`src/rtl/mips_multicycle_core.sv`:
```
// ----------------------------------------------------------------------------
// mips_multicycle_core
//
// Multi-cycle MIPS-subset core: datapath, 32 x 32 register file and FSM
// controller, attached to one unified instruction/data memory through a
// request/ready handshake. Every instruction is fetched and executed over
// several states; the memory may stretch FETCH and MEM by holding ready low.
//
// Ports
//   i_clk          rising-edge clock
//   i_rst          synchronous active-low reset
//   o_mem_req      memory request valid
//   o_mem_we       1 = write (sw), 0 = read
//   o_mem_addr     word-aligned byte address (low ADDR_W bits)
//   o_mem_wdata    store data
//   i_mem_rdata    read data, valid while i_mem_ready = 1
//   i_mem_ready    completes the current request
//   o_pc           architectural PC
//   o_retire       one-cycle pulse when an instruction completes
//   o_illegal      sticky flag for an unsupported opcode/funct
// ----------------------------------------------------------------------------
module mips_multicycle_core #(
    parameter logic [31:0] RESET_PC = 32'h0000_0000,
    parameter int          ADDR_W   = 32
) (
    input  logic              i_clk,
    input  logic              i_rst,
    output logic              o_mem_req,
    output logic              o_mem_we,
    output logic [ADDR_W-1:0] o_mem_addr,
    output logic [31:0]       o_mem_wdata,
    input  logic [31:0]       i_mem_rdata,
    input  logic              i_mem_ready,
    output logic [31:0]       o_pc,
    output logic              o_retire,
    output logic              o_illegal
);

    // state  | meaning
    // FETCH  | read instruction at PC, wait for ready, latch IR and PC+4
    // DECODE | read rs/rt into A/B, check legality
    // EXEC   | ALU operation; branches and jumps resolve and retire here
    // MEM    | load/store access at A+sext(imm); sw retires on ready
    // WB     | register write, PC update, retire
    // HALT   | illegal instruction seen; idle until reset
    typedef enum logic [2:0] {
        S_FETCH  = 3'd0,
        S_DECODE = 3'd1,
        S_EXEC   = 3'd2,
        S_MEM    = 3'd3,
        S_WB     = 3'd4,
        S_HALT   = 3'd5
    } state_t;

    localparam logic [5:0] OP_RTYPE = 6'h00;
    localparam logic [5:0] OP_J     = 6'h02;
    localparam logic [5:0] OP_JAL   = 6'h03;
    localparam logic [5:0] OP_BEQ   = 6'h04;
    localparam logic [5:0] OP_ADDI  = 6'h08;
    localparam logic [5:0] OP_SLTI  = 6'h0A;
    localparam logic [5:0] OP_LW    = 6'h23;
    localparam logic [5:0] OP_SW    = 6'h2B;

    localparam logic [5:0] FN_JR    = 6'h08;
    localparam logic [5:0] FN_ADD   = 6'h20;
    localparam logic [5:0] FN_SUB   = 6'h22;
    localparam logic [5:0] FN_AND   = 6'h24;
    localparam logic [5:0] FN_OR    = 6'h25;
    localparam logic [5:0] FN_SLT   = 6'h2A;

    state_t      r_state;
    state_t      w_state_next;

    logic [31:0] r_pc;
    logic [31:0] r_pcp4;
    logic [31:0] r_ir;
    logic [31:0] r_a;
    logic [31:0] r_b;
    logic [31:0] r_alu;
    logic [31:0] r_mdr;
    logic        r_illegal;
    // Low during reset and for the first cycle after it, so the first
    // request rises only one cycle after reset is released.
    logic        r_run;
    logic [31:0] r_rf [32];

    // ------------------------------------------------------------------
    // Instruction fields and decode
    // ------------------------------------------------------------------
    logic [5:0]  w_op;
    logic [4:0]  w_rs;
    logic [4:0]  w_rt;
    logic [4:0]  w_rd;
    logic [5:0]  w_funct;
    logic [31:0] w_imm_sext;
    logic [31:0] w_br_target;
    logic [31:0] w_j_target;
    logic        w_unused_shamt;

    assign w_op           = r_ir[31:26];
    assign w_rs           = r_ir[25:21];
    assign w_rt           = r_ir[20:16];
    assign w_rd           = r_ir[15:11];
    assign w_funct        = r_ir[5:0];
    assign w_unused_shamt = ^r_ir[10:6];
    assign w_imm_sext     = {{16{r_ir[15]}}, r_ir[15:0]};
    assign w_br_target    = r_pcp4 + {w_imm_sext[29:0], 2'b00};
    assign w_j_target     = {r_pcp4[31:28], r_ir[25:0], 2'b00};

    logic w_is_rtype;
    logic w_is_add;
    logic w_is_sub;
    logic w_is_and;
    logic w_is_or;
    logic w_is_slt;
    logic w_is_jr;
    logic w_is_addi;
    logic w_is_slti;
    logic w_is_lw;
    logic w_is_sw;
    logic w_is_beq;
    logic w_is_j;
    logic w_is_jal;
    logic w_legal;

    assign w_is_rtype = (w_op == OP_RTYPE);
    assign w_is_add   = w_is_rtype && (w_funct == FN_ADD);
    assign w_is_sub   = w_is_rtype && (w_funct == FN_SUB);
    assign w_is_and   = w_is_rtype && (w_funct == FN_AND);
    assign w_is_or    = w_is_rtype && (w_funct == FN_OR);
    assign w_is_slt   = w_is_rtype && (w_funct == FN_SLT);
    assign w_is_jr    = w_is_rtype && (w_funct == FN_JR);
    assign w_is_addi  = (w_op == OP_ADDI);
    assign w_is_slti  = (w_op == OP_SLTI);
    assign w_is_lw    = (w_op == OP_LW);
    assign w_is_sw    = (w_op == OP_SW);
    assign w_is_beq   = (w_op == OP_BEQ);
    assign w_is_j     = (w_op == OP_J);
    assign w_is_jal   = (w_op == OP_JAL);

    assign w_legal = w_is_add | w_is_sub | w_is_and | w_is_or | w_is_slt |
                     w_is_jr  | w_is_addi | w_is_slti | w_is_lw | w_is_sw |
                     w_is_beq | w_is_j   | w_is_jal;

    // ------------------------------------------------------------------
    // ALU: R-type uses B, everything else uses the sign-extended immediate
    // ------------------------------------------------------------------
    logic [31:0] w_alu_b;
    logic [31:0] w_alu_y;

    assign w_alu_b = w_is_rtype ? r_b : w_imm_sext;

    always_comb begin
        w_alu_y = r_a + w_alu_b;
        if (w_is_sub) begin
            w_alu_y = r_a - w_alu_b;
        end else if (w_is_and) begin
            w_alu_y = r_a & w_alu_b;
        end else if (w_is_or) begin
            w_alu_y = r_a | w_alu_b;
        end else if (w_is_slt || w_is_slti) begin
            w_alu_y = {31'd0, ($signed(r_a) < $signed(w_alu_b))};
        end
    end

    // ------------------------------------------------------------------
    // Write-back selection
    // ------------------------------------------------------------------
    logic [4:0]  w_wb_dst;
    logic [31:0] w_wb_data;

    always_comb begin
        w_wb_dst  = w_rt;
        w_wb_data = r_alu;
        if (w_is_jal) begin
            w_wb_dst  = 5'd31;
            w_wb_data = r_pcp4;
        end else if (w_is_rtype) begin
            w_wb_dst  = w_rd;
        end else if (w_is_lw) begin
            w_wb_data = r_mdr;
        end
    end

    // ------------------------------------------------------------------
    // FSM: state register
    // ------------------------------------------------------------------
    always_ff @(posedge i_clk) begin
        if (!i_rst) begin
            r_state <= S_FETCH;
        end else begin
            r_state <= w_state_next;
        end
    end

    // ------------------------------------------------------------------
    // FSM: next state
    // ------------------------------------------------------------------
    always_comb begin
        w_state_next = r_state;
        case (r_state)
            S_FETCH: begin
                if (r_run && i_mem_ready) begin
                    w_state_next = S_DECODE;
                end
            end
            S_DECODE: begin
                w_state_next = w_legal ? S_EXEC : S_HALT;
            end
            S_EXEC: begin
                if (w_is_lw || w_is_sw) begin
                    w_state_next = S_MEM;
                end else if (w_is_beq || w_is_j || w_is_jr) begin
                    w_state_next = S_FETCH;
                end else begin
                    w_state_next = S_WB;
                end
            end
            S_MEM: begin
                if (i_mem_ready) begin
                    w_state_next = w_is_sw ? S_FETCH : S_WB;
                end
            end
            S_WB:    w_state_next = S_FETCH;
            S_HALT:  w_state_next = S_HALT;
            default: w_state_next = S_HALT;
        endcase
    end

    // ------------------------------------------------------------------
    // FSM: outputs
    // ------------------------------------------------------------------
    logic [31:0] w_addr_full;

    always_comb begin
        o_mem_req   = 1'b0;
        o_mem_we    = 1'b0;
        o_retire    = 1'b0;
        w_addr_full = {r_pc[31:2], 2'b00};
        case (r_state)
            S_FETCH: begin
                o_mem_req = r_run;
            end
            S_EXEC: begin
                o_retire = w_is_beq | w_is_j | w_is_jr;
            end
            S_MEM: begin
                o_mem_req   = 1'b1;
                o_mem_we    = w_is_sw;
                o_retire    = w_is_sw & i_mem_ready;
                w_addr_full = {r_alu[31:2], 2'b00};
            end
            S_WB: begin
                o_retire = 1'b1;
            end
            default: begin
                o_mem_req = 1'b0;
            end
        endcase
    end

    assign o_mem_addr  = w_addr_full[ADDR_W-1:0];
    assign o_mem_wdata = r_b;
    assign o_pc        = r_pc;
    assign o_illegal   = r_illegal;

    // ------------------------------------------------------------------
    // Datapath registers and register file
    // ------------------------------------------------------------------
    always_ff @(posedge i_clk) begin
        if (!i_rst) begin
            r_pc      <= RESET_PC;
            r_pcp4    <= '0;
            r_ir      <= '0;
            r_a       <= '0;
            r_b       <= '0;
            r_alu     <= '0;
            r_mdr     <= '0;
            r_illegal <= 1'b0;
            r_run     <= 1'b0;
            for (int i = 0; i < 32; i++) begin
                r_rf[i] <= '0;
            end
        end else begin
            r_run <= 1'b1;
            case (r_state)
                S_FETCH: begin
                    if (r_run && i_mem_ready) begin
                        r_ir   <= i_mem_rdata;
                        r_pcp4 <= r_pc + 32'd4;
                    end
                end
                S_DECODE: begin
                    r_a <= r_rf[w_rs];
                    r_b <= r_rf[w_rt];
                    if (!w_legal) begin
                        r_illegal <= 1'b1;
                    end
                end
                S_EXEC: begin
                    r_alu <= w_alu_y;
                    if (w_is_beq) begin
                        r_pc <= (r_a == r_b) ? w_br_target : r_pcp4;
                    end else if (w_is_j) begin
                        r_pc <= w_j_target;
                    end else if (w_is_jr) begin
                        r_pc <= {r_a[31:2], 2'b00};
                    end
                end
                S_MEM: begin
                    if (i_mem_ready) begin
                        if (w_is_sw) begin
                            r_pc <= r_pcp4;
                        end else begin
                            r_mdr <= i_mem_rdata;
                        end
                    end
                end
                S_WB: begin
                    // $0 is never written, so reads of it stay zero.
                    if (w_wb_dst != 5'd0) begin
                        r_rf[w_wb_dst] <= w_wb_data;
                    end
                    r_pc <= w_is_jal ? w_j_target : r_pcp4;
                end
                default: begin
                    r_run <= 1'b1;
                end
            endcase
        end
    end

endmodule

```
`config.mk`:
```
export PLATFORM = sky130hd
export DESIGN_NAME = mips_multicycle_core
export DESIGN_NICKNAME = d
export VERILOG_FILES = /design/src/rtl/mips_multicycle_core.sv
export SDC_FILE = /design/constraint.sdc
export NUM_CORES = 2
export LEC_CHECK = 0
export BUFFER_PORTS_ARGS = -buffer_cell sky130_fd_sc_hd__buf_2
export CORE_MARGIN = 3
export CORE_UTILIZATION = 38
export CTS_BUF_LIST = sky130_fd_sc_hd__clkbuf_4 sky130_fd_sc_hd__clkbuf_8
export CTS_CLUSTER_SIZE = 16
export DETAILED_ROUTE_END_ITERATION = 10
export GPL_ROUTABILITY_DRIVEN = 0
export PLACE_DENSITY_LB_ADDON = 0.1
export SLEW_MARGIN = 20
export SYNTH_ARGS = -nofsm -noshare
export SYNTH_HDL_FRONTEND = slang
export SYNTH_SLANG_ARGS = --single-unit
```
`constraint.sdc`:
```
create_clock -name i_clk -period 14.7 [get_ports i_clk]
set_clock_uncertainty 0.05 [all_clocks]
set_input_delay 2.205 -clock i_clk [delete_from_list [all_inputs] [get_ports i_clk]]
set_output_delay 2.205 -clock i_clk [all_outputs]
set_load 0.02 [all_outputs]
```
==> results.json <==
{
  "worstPathMaxFanout": 17,
  "avgSynthCellArea_sq_um": 12.4,
  "fin_crit_sh": 0.434,
  "setup_viol": 0,
  "ys_seq_area_frac": 0.511,
  "cts.repair.resized": 0,
  "slew_violations": 0,
  "min_to": "r_mdr[5]",
  "p_per_area_nw_per_um2": 118,
  "end_kind": "output pin",
  "via_per_inst": 6.08,
  "fin_tns_setup_ps": 0,
  "drive_gt1_frac": 0.244,
  "cp.required_ps": 12440,
  "grt_max_degree": 127,
  "reg2reg_slack_ps": 9040,
  "pin_count": 135,
  "die_y_um": 433,
  "worst_skew_pair.late_latency_ps": 990,
  "synth-main-ff-cell": "edfxtp_1",
  "netlist_area_sq_um": 69200,
  "ys_ff_latch": 1253,
  "reg2regPathDepth": 16,
  "wl_per_cell_um": 33.2,
  "core_area_sq_um": 180000,
  "r2r-start": "r_ir[26]",
  "drt_iter0_markers": 5614,
  "cap_violations": 0,
  "cts.htree.levels": 4,
  "dp_hpwl_um": 182000,
  "gr-total-overflow": 0,
  "clk_pin_slew_worst_paths_ps": 60,
  "synthArstFlopShare": 0,
  "slew_headroom": 0.206,
  "ys_warn_count": 0,
  "hp-class": "reg -> reg",
  "fmax_mhz": 157,
  "die_area_sq_um": 187000,
  "io_buffers": 132,
  "critPathArrivalTime_ps": 4120,
  "cts_setup_buffers": 0,
  "synth_edf_count": 1024,
  "cts_hold_buf": 0,
  "rows": 155,
  "r2r-end": "r_alu[26]",
  "ir_drop_uv": 72.3,
  "area_growth_pct": 10.8,
  "grt_pass1_vias": 48400,
  "grt_pass1_wl_um": 377000,
  "start_util": 0.385,
  "num_vias": 49500,
  "die_w_um": 433,
  "drc_errors": 0,
  "antenna_found_initial": 15,
  "worstHoldPathCells": 2,
  "antenna_left": 0,
  "rsz0062_at_grt": "false",
  "status": "finished, final reports clean",
  "syn_inst": 5596,
  "crit_type": "reg -> out",
  "cts_tree": "built",
  "fill_cells": 16900,
  "root_buffer": "clkbuf_8",
  "worst_slew_pin_slew_ps": 1180,
  "final_nets": 5758,
  "min_from": "r_mdr[5]",
  "cts_max_path_buffers": 3,
  "critPathLaunchType": "register",
  "cts_sinks": 1253,
  "holdWs_ps": 405,
  "routed_wl_um": 270000,
  "final_hold_viol_count": 0,
  "cts_buffers": 216,
  "power.static_leakage_uw": 0.0251,
  "yosysUniqueCellTypes": 81,
  "grt_usage": 0.286,
  "drt_pass1_iterations": 8,
  "fin_crit_ps": 6380
}
==> logic make-up after synthesis <==
logic type,share of synthesized area
AOI/OAI and AO/OA,0.0716
xor gates and xnor gates,0.0166
adders and majority gates,0.0238
buffers and inverters,0.0381
DFF,0.511
muxes,0.227
other,0.0000542
and+or+nand+nor,0.111
==> worst max-delay path, stage by stage (launching register included) <==
cell and delay [ps]:
dfxtp_1 400, or4_4 600, nor2b_1 790, a21oi_1 240, o22ai_1 250, nand2_1 70
and2_1 460, inv_2 180, buf_2 180
==> where the power goes <==
part / total, uW / switching (uW) / internal (uW)
clock: 3250 / 1550 / 1700
combinational: 1620 / 1010 / 604
sequential: 4170 / 192 / 3980
total: 9030 / 2760 / 6280
==> synth_stat cells, drive strengths merged (23+ instances only) <==
cell / n / share of area
ha: 127 / 0.023
inv: 129 / 0.0070
nand2: 434 / 0.024
mux2i: 122 / 0.018
o21ai: 119 / 0.0086
nor2: 1254 / 0.069
xor2: 60 / 0.0076
xnor2: 71 / 0.0090
nor3: 33 / 0.0025
edfxtp: 1024 / 0.44
a21oi: 251 / 0.018
a211oi: 123 / 0.013
o21bai: 23 / 0.0025
dfxtp: 229 / 0.066
buf: 148 / 0.011
o211ai: 40 / 0.0043
clkbuf: 370 / 0.020
mux4: 640 / 0.21
a21o: 43 / 0.0047
nand3: 59 / 0.0043
==> metal layers <==
metal / GRT usage / up-vias / share of wire
met5: 0 / - / 0.00010
met4: 0.132 / 4 / 0.052
met3: 0.0592 / 484 / 0.082
met2: 0.453 / 2446 / 0.47
met1: 0.377 / 25600 / 0.40
li1: - / 21000 / -
==> through the flow <==
step	power (uW)	setup WS, ps	cells	area, sq um	utilization
after floorplan	5170	9290	5629	69300	-
after global placement	5820	8360	7728	72300	0.402
after detailed placement	5830	8250	7728	72300	0.402
after CTS	9060	8310	8120	76600	0.426
after global routing	9330	8220	8127	76600	0.427
final	9030	8320	8131	76600	0.427
==> cell usage in the layout, fill, tap and decap left out, drive strengths merged, types with 23 or more instances in the layout <==
cell,Yosys,routed
nor2,1254,1254
edfxtp,1024,1024
mux4,640,640
nand2,434,434
clkbuf,370,309
buf,148,264
a21oi,251,251
dfxtp,229,229
inv,129,135
ha,127,127
a211oi,123,123
mux2i,122,122
o21ai,119,119
xnor2,71,71
clkinv,1,71
xor2,60,60
nand3,59,59
a21o,43,43
o211ai,40,40
conb,1,34
nor3,33,33
o21bai,23,23
==> final cells by class <==
type,count,area [sq um],area share
diodes,9,22.5,0.000294
clock buffers,309,3750,0.0490
clock inverters,83,524,0.00684
inverters,130,495,0.00647
multi-input cells,3728,31800,0.415
flip-flops and latches,1253,35400,0.462
well taps,2355,2950,0.0384
repair buffers,264,1760,0.0229
==> worst max-delay path by stage <==
stage	from	endpoint	slack [ps]	cells past startpoint
2_1_floorplan	i_mem_ready	o_retire	9290	8
3_3_place_gp	i_rst	r_rf[23][21]	8360	7
3_5_place_dp	i_rst	r_rf[21][21]	8250	7
4_1_cts	r_ir[26]	o_retire	8310	8
5_1_grt	r_ir[26]	o_retire	8220	8
6_report	r_ir[26]	o_retire	8320	8
==> sequential cells by signal, indices dropped and copies added (netlist names) <==
signal	count
r_rf	1024
o_mem_wdata	32
o_pc	32
r_a	32
r_alu	32
r_ir	32
r_mdr	32
r_pcp4	32
r_state	3
o_illegal	1
r_run	1
Power figures use the tool's default switching activity.
